<file path="config.mk">
export PLATFORM = sky130hd
export DESIGN_NAME = multicycle_ctrl_fsm
export DESIGN_NICKNAME = d
export VERILOG_FILES = /design/src/rtl/multicycle_ctrl_fsm.sv
export SDC_FILE = /design/constraint.sdc
export NUM_CORES = 1
export LEC_CHECK = 0
export CAP_MARGIN = 15
export CORE_MARGIN = 3
export CORE_UTILIZATION = 30
export CTS_CLUSTER_DIAMETER = 80
export CTS_CLUSTER_SIZE = 8
export DETAILED_ROUTE_END_ITERATION = 7
export GPL_TIMING_DRIVEN = 0
export PLACE_DENSITY = 0.86
export SETUP_SLACK_MARGIN = 0.15
export SLEW_MARGIN = 20
export SYNTH_ARGS = -nofsm -noshare
export SYNTH_HDL_FRONTEND = slang
export SYNTH_SLANG_ARGS = --single-unit
export TNS_END_PERCENT = 1
</file>
<file path="constraint.sdc">
create_clock -name CLK -period 1.2 [get_ports CLK]
set_clock_uncertainty 0.2 [all_clocks]
set_input_delay 0.12 -clock CLK [delete_from_list [all_inputs] [get_ports CLK]]
set_output_delay 0.12 -clock CLK [all_outputs]
set_load 0.01 [all_outputs]
</file>
<file path="src/rtl/multicycle_ctrl_fsm.sv">
// Main control FSM for the multicycle processor: sequences each instruction through
// its states and drives datapath selects plus the unconditional write strobes.
module multicycle_ctrl_fsm (
    input  logic       CLK,
    input  logic       RESET,
    input  logic [1:0] Op,
    input  logic [5:0] Funct,
    input  logic [3:0] Rd,
    output logic       PCS,
    output logic       RegW,
    output logic       MemW,
    output logic [1:0] FlagW,
    output logic       NoWrite,
    output logic       IRWrite,
    output logic       NextPC,
    output logic       AdrSrc,
    output logic [1:0] ResultSrc,
    output logic       ALUSrcA,
    output logic [1:0] ALUSrcB,
    output logic [1:0] ALUControl,
    output logic [3:0] State
);

    localparam logic [3:0] FETCH    = 4'd0;
    localparam logic [3:0] DECODE   = 4'd1;
    localparam logic [3:0] MEMADR   = 4'd2;
    localparam logic [3:0] MEMREAD  = 4'd3;
    localparam logic [3:0] MEMWB    = 4'd4;
    localparam logic [3:0] MEMWRITE = 4'd5;
    localparam logic [3:0] EXECR    = 4'd6;
    localparam logic [3:0] EXECI    = 4'd7;
    localparam logic [3:0] ALUWB    = 4'd8;
    localparam logic [3:0] BRANCH   = 4'd9;

    logic [3:0] state_q, state_d;
    logic [1:0] alu_ctrl_dec;
    logic [1:0] flagw_dec;
    logic       nowrite_dec;
    logic       rd_is_pc;

    always_ff @(posedge CLK) begin
        if (RESET) state_q <= FETCH;
        else       state_q <= state_d;
    end

    always_comb begin
        state_d = FETCH;
        case (state_q)
            FETCH:  state_d = DECODE;
            DECODE: begin
                case (Op)
                    2'b01:   state_d = MEMADR;
                    2'b00:   state_d = Funct[5] ? EXECI : EXECR;
                    2'b10:   state_d = BRANCH;
                    default: state_d = FETCH;
                endcase
            end
            MEMADR:  state_d = Funct[0] ? MEMREAD : MEMWRITE;
            MEMREAD: state_d = MEMWB;
            EXECR:   state_d = ALUWB;
            EXECI:   state_d = ALUWB;
            default: state_d = FETCH;
        endcase
    end

    // Data-processing decode; CMP and unsupported commands both suppress the register write.
    always_comb begin
        alu_ctrl_dec = 2'b00;
        flagw_dec    = 2'b00;
        nowrite_dec  = 1'b0;
        case (Funct[4:1])
            4'b0100: begin alu_ctrl_dec = 2'b00; flagw_dec = {Funct[0], Funct[0]}; end
            4'b0010: begin alu_ctrl_dec = 2'b01; flagw_dec = {Funct[0], Funct[0]}; end
            4'b0000: begin alu_ctrl_dec = 2'b10; flagw_dec = {Funct[0], 1'b0}; end
            4'b1100: begin alu_ctrl_dec = 2'b11; flagw_dec = {Funct[0], 1'b0}; end
            4'b1010: begin alu_ctrl_dec = 2'b01; flagw_dec = 2'b11; nowrite_dec = 1'b1; end
            default: begin alu_ctrl_dec = 2'b00; flagw_dec = 2'b00; nowrite_dec = 1'b1; end
        endcase
    end

    assign rd_is_pc = (Rd == 4'b1111);

    always_comb begin
        PCS        = 1'b0;
        RegW       = 1'b0;
        MemW       = 1'b0;
        FlagW      = 2'b00;
        NoWrite    = 1'b0;
        IRWrite    = 1'b0;
        NextPC     = 1'b0;
        AdrSrc     = 1'b0;
        ResultSrc  = 2'b00;
        ALUSrcA    = 1'b0;
        ALUSrcB    = 2'b00;
        ALUControl = 2'b00;
        case (state_q)
            FETCH: begin
                ALUSrcA   = 1'b1;
                ALUSrcB   = 2'b10;
                ResultSrc = 2'b10;
                IRWrite   = 1'b1;
                NextPC    = 1'b1;
            end
            DECODE: begin
                ALUSrcA   = 1'b1;
                ALUSrcB   = 2'b10;
                ResultSrc = 2'b10;
            end
            MEMADR:  ALUSrcB = 2'b01;
            MEMREAD: AdrSrc  = 1'b1;
            MEMWB: begin
                ResultSrc = 2'b01;
                RegW      = 1'b1;
                PCS       = rd_is_pc;
            end
            MEMWRITE: begin
                AdrSrc = 1'b1;
                MemW   = 1'b1;
            end
            // Flags are only written in the execute cycle, when ALUFlags are valid.
            EXECR, EXECI: begin
                ALUSrcB    = (state_q == EXECI) ? 2'b01 : 2'b00;
                ALUControl = alu_ctrl_dec;
                FlagW      = flagw_dec;
                NoWrite    = nowrite_dec;
            end
            ALUWB: begin
                RegW    = 1'b1;
                NoWrite = nowrite_dec;
                PCS     = rd_is_pc;
            end
            BRANCH: begin
                ALUSrcB   = 2'b01;
                ResultSrc = 2'b10;
                PCS       = 1'b1;
            end
            default: ;
        endcase
    end

    assign State = state_q;

endmodule

</file>
==> impl_metrics.ini, run 1 <==
[route]
finalWirelength_mm = 1.56
postRouteAntennaNets = 0
num_vias = 638
drc = 0
viasPerCell = 5.36
drt_first_pass_iters = 4
wl_per_cell_um = 13.1
drt_iter0_drc = 9

[layout]
synthToLayoutAreaGrowth_pct = 98.6
largest_reg_flops = 4
drive_gt1_share_pct = 52.9
antennaDiodeCount = 0
final_util_pct = 67.3
fin_nets = 120

[critical_path]
crit_fanout = 5
cpLargestDelayFamily = simple AND/OR/NAND/NOR gates
slowest_stage = dfxtp_2
crit_required_ps = 880
r2r_setup_slack_ps = -150
cpPeakStageDelay_ps = 320
worst-r2r-cell-count = 5
arrival_ps = 1340
crit_type = reg -> out
endpoint_kind = output pin
critPathBufInv = 1
worstReg2RegEnd = State[2]
reg2reg_from = State[0]
path_cells = and2b_4 > nand3b_4 > a2111oi_4 > buf_2
critPathLaunchType = flip-flop

[timing]
setup_viol_count_final = 19
tightest_slew_ps = 315
final_max_slew_viol_count = 0
max_freq_mhz = 604
max-slew-margin-rel_pct = 79.0
fin_ws_ps = -456
timing_hold_violations_final = 0
fin_crit_sh_pct = 138
rsz0062_at_grt = true
min_period_ps = 1660
hold_slack_ps = 265

[yosys]
synth_fp_nets = 77
synth-warning-count = 0
ys_seq_area_share_pct = 17.3
synth_area_per_cell_um2 = 7.35
synth_area_leader_cell = dfxtp_1
syn_area_um2 = 463
synth_cell_types = 29
yosysTopAreaCellShare_pct = 17.3
yosys-top-cells-area = dfxtp_1 (17%), nor2b_1 (8.1%), a21oi_1 (7.6%), nor3_1 (6.5%), buf_6 (4.9%)
synth_seq_cells = 4
netlist_instances = 63

[power]
powerDensity_nw_per_um2 = 703
ir_drop_v = 0.000526
power.leakage_nw = 0.419

[grt]
grt_overflow_total = 0
track_usage_pct = 15.7
grt.met1_usage_pct = 18.5
grt_pass1_vias = 562
use_met2_pct = 26.6
top_usage_layer = met2
grt_max_degree = 11
grt_use_met3_pct = 2.39
antenna_found_initial = 0
grt_pass1_wl_mm = 2.39

[clock_tree]
cts_root_buffer = clkbuf_4
cts_buffer_depth = 2
cts.hold.buffers_added = 0
tritoncts = done
htreeDepth = 1
cts_made_buffers = 3
path_clk_slew_ps = 40
clk_latency_ps = 230
clock_sinks = 4

[outcome]
violations = negative setup slack
status = complete, but fails checks

[die]
fp.coreArea_um2 = 1370
num_rows = 13
die_h_um = 45.3
start_util_pct = 33.9
dieArea_um2 = 2050
die_x_um = 45.3
pin_count = 34

[min_path]
hold_end = State[3]
min_path_cells = 2
hold_class = in -> reg
min_from = RESET

[placement]
gp_congestion = 0.835
portBuffers = 33
hpwl_mm = 1.18

[run]
maxCapViolCount = 0
## stage by stage
step / setup TNS [ps] / total power, mW / std cells / instance area (µm²) / setup slack (ps)
after floorplan: -924 / 0.319 / 63 / 524 / -145
after global placement: -10270 / 0.473 / 111 / 873 / -1040
after detailed placement: -10510 / 0.477 / 111 / 873 / -1050
after CTS: -5270 / 0.643 / 116 / 891 / -475
after global routing: -6330 / 0.694 / 119 / 920 / -522
final: -5190 / 0.647 / 119 / 920 / -456
## Yosys cell counts, drive strengths merged
cell / number
a211oi: 1
nor2b: 6
o21ai: 3
o22ai: 1
xnor2: 1
nand3b: 1
and2b: 1
a32oi: 1
nand2: 3
o21a: 1
a31oi: 1
and2: 3
nor3b: 3
a21oi: 8
nor3: 6
or3: 2
a2111oi: 1
inv: 3
a41oi: 1
nor2: 5
nor4: 2
dfxtp: 4
buf: 5
## routing by layer
layer	wire length [µm]	share of wire, %	up-vias
li1	-	-	314
met1	612	39	297
met2	804	52	25
met3	128	8.2	2
met4	14	0.90	0
met5	0	0	-
## logic make-up (layout without fill, tap and decap cells)
kind of cell	Yosys count	in the layout	synth area share (%)
and+or+nand+nor	32	32	43.0
AOI/OAI and AO/OA	18	18	25.7
buffers and inverters	8	49	12.2
DFF	4	4	17.3
xor gates and xnor gates	1	1	1.89
## cell type report
| class | instances | area, µm² |
|---|---|---|
| buffer | 5 | 52.6 |
| fill | 121 | 447 |
| tap | 15 | 18.8 |
| inverter | 3 | 16.3 |
| multi-input combinational | 51 | 437 |
| clock buffer | 3 | 22.5 |
| timing repair buffer | 38 | 285 |
| sequential | 4 | 87.6 |
## worst max path at each step
stage,startpoint,depth (start not counted),end,slack (ps)
after global placement,Funct[4],5,NoWrite,-1040
final,State[3],4,FlagW[1],-460
after detailed placement,Funct[4],5,NoWrite,-1050
after floorplan,State[3],3,ALUControl[1],-150
after CTS,State[3],4,ALUControl[1],-470
after global routing,State[3],4,ALUControl[1],-520
## power breakdown
part / switching (mW) / internal (mW)
registers: 0.0114 / 0.143
clock network: 0.0510 / 0.112
logic: 0.155 / 0.174
total: 0.218 / 0.429
## layout by cell type, fill, tap and decap left out, types with 2 or more instances in the layout
master           count
clkbuf_4             3
nor2_1               5
a21oi_1              3
a21oi_2              5
clkdlybuf4s50_1     10
nand2_1              3
dlygate4sd2_1        6
dfxtp_2              3
nor3b_1              2
buf_2               16
inv_1                2
nor2b_4              3
o21ai_1              2
or3_4                2
nor2b_1              3
and2_1               3
nor3_2               3
nor3_1               3
buf_4                6
buf_6                4
nor4_4               2
## what timing repair did
action | CTS | global route
gates resized for setup | 89 | 5
pin swaps | 12 | 4
buffers inserted | 2 | 3
hold endpoints to repair | 0 | 0
setup endpoints to repair | 24 | 24
(Power assumes the default switching activity.)
==> run 2, diff against run 1 <==
--- a/config.mk
+++ b/config.mk
@@ -6,12 +6,13 @@
 export NUM_CORES = 1
 export LEC_CHECK = 0
 export CAP_MARGIN = 15
-export CORE_MARGIN = 3
+export CORE_MARGIN = 8
 export CORE_UTILIZATION = 30
 export CTS_CLUSTER_DIAMETER = 80
-export CTS_CLUSTER_SIZE = 8
+export CTS_CLUSTER_SIZE = 20
 export DETAILED_ROUTE_END_ITERATION = 7
 export GPL_TIMING_DRIVEN = 0
+export HOLD_SLACK_MARGIN = 0.15
 export PLACE_DENSITY = 0.86
 export SETUP_SLACK_MARGIN = 0.15
 export SLEW_MARGIN = 20
==> run 2 against run 1 <==
Effect of this change:
- the run still ends with negative setup slack left
- first-iteration DRC count fell by 33%
- count of clock-buffer cells in the layout did not move
- sequential cell count unchanged
- global-route usage is 4.6 points lower
- cell count up 2.5%
- final area grew 0.41%
- register-to-register slack gained 80 ps
- die area grew 49%
- critical endpoint is now NoWrite
==> impl_metrics.ini, run 2 (synthesized netlist as in run 1, its figures left out) <==
[outcome]
violations = negative setup slack
status = complete, but fails checks

[clock_tree]
cts.hold.buffers_added = 0
cts_root_buffer = clkbuf_4
htreeDepth = 1
cts_buffer_depth = 2
clk_latency_ps = 230
cts_made_buffers = 3
clock_sinks = 4
path_clk_slew_ps = 40
tritoncts = done

[route]
viasPerCell = 5.07
drt_iter0_drc = 6
postRouteAntennaNets = 0
num_vias = 619
wl_per_cell_um = 15.5
drc = 0
drt_first_pass_iters = 3
finalWirelength_mm = 1.90

[critical_path]
crit_fanout = 10
crit_required_ps = 880
r2r_setup_slack_ps = -70
critPathLaunchType = flip-flop
crit_type = reg -> out
arrival_ps = 1340
endpoint_kind = output pin

[die]
die_h_um = 55.3
dieArea_um2 = 3060
fp.coreArea_um2 = 1470
die_x_um = 55.3
start_util_pct = 31.5
num_rows = 14
pin_count = 34

[layout]
nFillCells = 153
synthToLayoutAreaGrowth_pct = 99.5
layout_commonest_cell = buf_2
drive_gt1_share_pct = 51.9
seqCellArea_um2 = 87.6
multi_input_area_um2 = 418
fin_nets = 122
largest_reg_flops = 4
antennaDiodeCount = 0
mostFrequentLayoutCells = buf_2 (14), clkdlybuf4s50_1 (10), buf_4 (9)

[placement]
portBuffers = 33
gp_congestion = 0.802
post-place-ws_ps = -1070
hpwl_mm = 1.35

[timing]
final_max_slew_viol_count = 0
max_freq_mhz = 601
hold_slack_ps = 272
fin_crit_sh_pct = 139
setup_viol_count_final = 20
fin_ws_ps = -464
tightest_slew_ps = 317
timing_hold_violations_final = 0
max-slew-margin-rel_pct = 78.9
rsz0062_at_grt = true
min_period_ps = 1660
fin_setup_tns_ps = -5650

[power]
totalPowerFinal_mw = 0.659
power.leakage_nw = 0.423
powerDensity_nw_per_um2 = 713
ir_drop_v = 0.000350

[run]
maxCapViolCount = 0

[grt]
antenna_found_initial = 0
track_usage_pct = 11.1
grt_pass1_vias = 648
grt_overflow_total = 0
grt_pass1_wl_mm = 2.92
grt_max_degree = 11

[min_path]
hold_class = in -> reg
run 2: cell count changes in the layout (fill, tap and decap cells not counted), moves of 2 or more:
cell     previous run  this run
nor3_2              3         1
nor3_1              3         5
nor2_1              5         3
a21oi_1             3         5
buf_2              16        14
a21oi_2             5         3
nor2_2              0         2
buf_4               6         9
run 2: critical path, stage by stage (launching register included):
cell	delay, ps
dfxtp_2	320
buf_4	170
nor2b_4	180
nand2_1	80
a21oi_2	130
clkdlybuf4s15_2	230
run 2: routing by layer:
metal | wire length, µm | track usage, %
met5 | 0 | 0
met4 | 0 | 3.17
met3 | 78 | 2.97
met2 | 1030 | 21.2
met1 | 785 | 11.2
run 2: final cells by class:
cell class	count	area share, %
inverter	3	1.49
tap	16	2.17
sequential	4	9.49
buffer	5	6.10
timing repair buffer	40	33.1
multi-input combinational	51	45.3
clock buffer	3	2.44
run 2: timing repair:
item                                    4_1_cts  5_1_grt
endpoints found under the setup margin       24       24
pin swaps                                     8        2
gates cloned                                  0        0
buffers inserted                              4        3
gates resized for setup                      78       16
run 2: final timing paths:
kind	start	to	cells after the start
hold / removal	RESET	State[3]	2
setup reg to reg	State[0]	State[2]	4
setup / recovery	State[3]	NoWrite	5
hold reg to reg	State[0]	State[0]	2
run 2: stage by stage:
stage                     area (µm²)  std cells  util, %
after floorplan                  524         63        -
after global placement           875        112     59.4
after detailed placement         875        112     59.4
after CTS                        892        119     60.6
after global routing             923        122     62.8
final                            923        122     62.8
run 2: power by group:
group,internal [mW],leakage (nW),switching [mW],total (mW)
sequential,0.143,0.0346,0.00873,0.152
clock,0.112,0.0138,0.0548,0.167
combinational,0.178,0.375,0.162,0.340
total,0.433,0.423,0.226,0.659
==> run 3, diff against run 2 <==
--- a/config.mk
+++ b/config.mk
@@ -8,6 +8,7 @@
 export CAP_MARGIN = 15
 export CORE_MARGIN = 8
 export CORE_UTILIZATION = 30
+export CTS_BUF_LIST = sky130_fd_sc_hd__clkbuf_4 sky130_fd_sc_hd__clkbuf_8 sky130_fd_sc_hd__clkbuf_16
 export CTS_CLUSTER_DIAMETER = 80
 export CTS_CLUSTER_SIZE = 20
 export DETAILED_ROUTE_END_ITERATION = 7
==> results of run 3 <==
The final DEF is identical to that of run 2; final timing and power are the same.
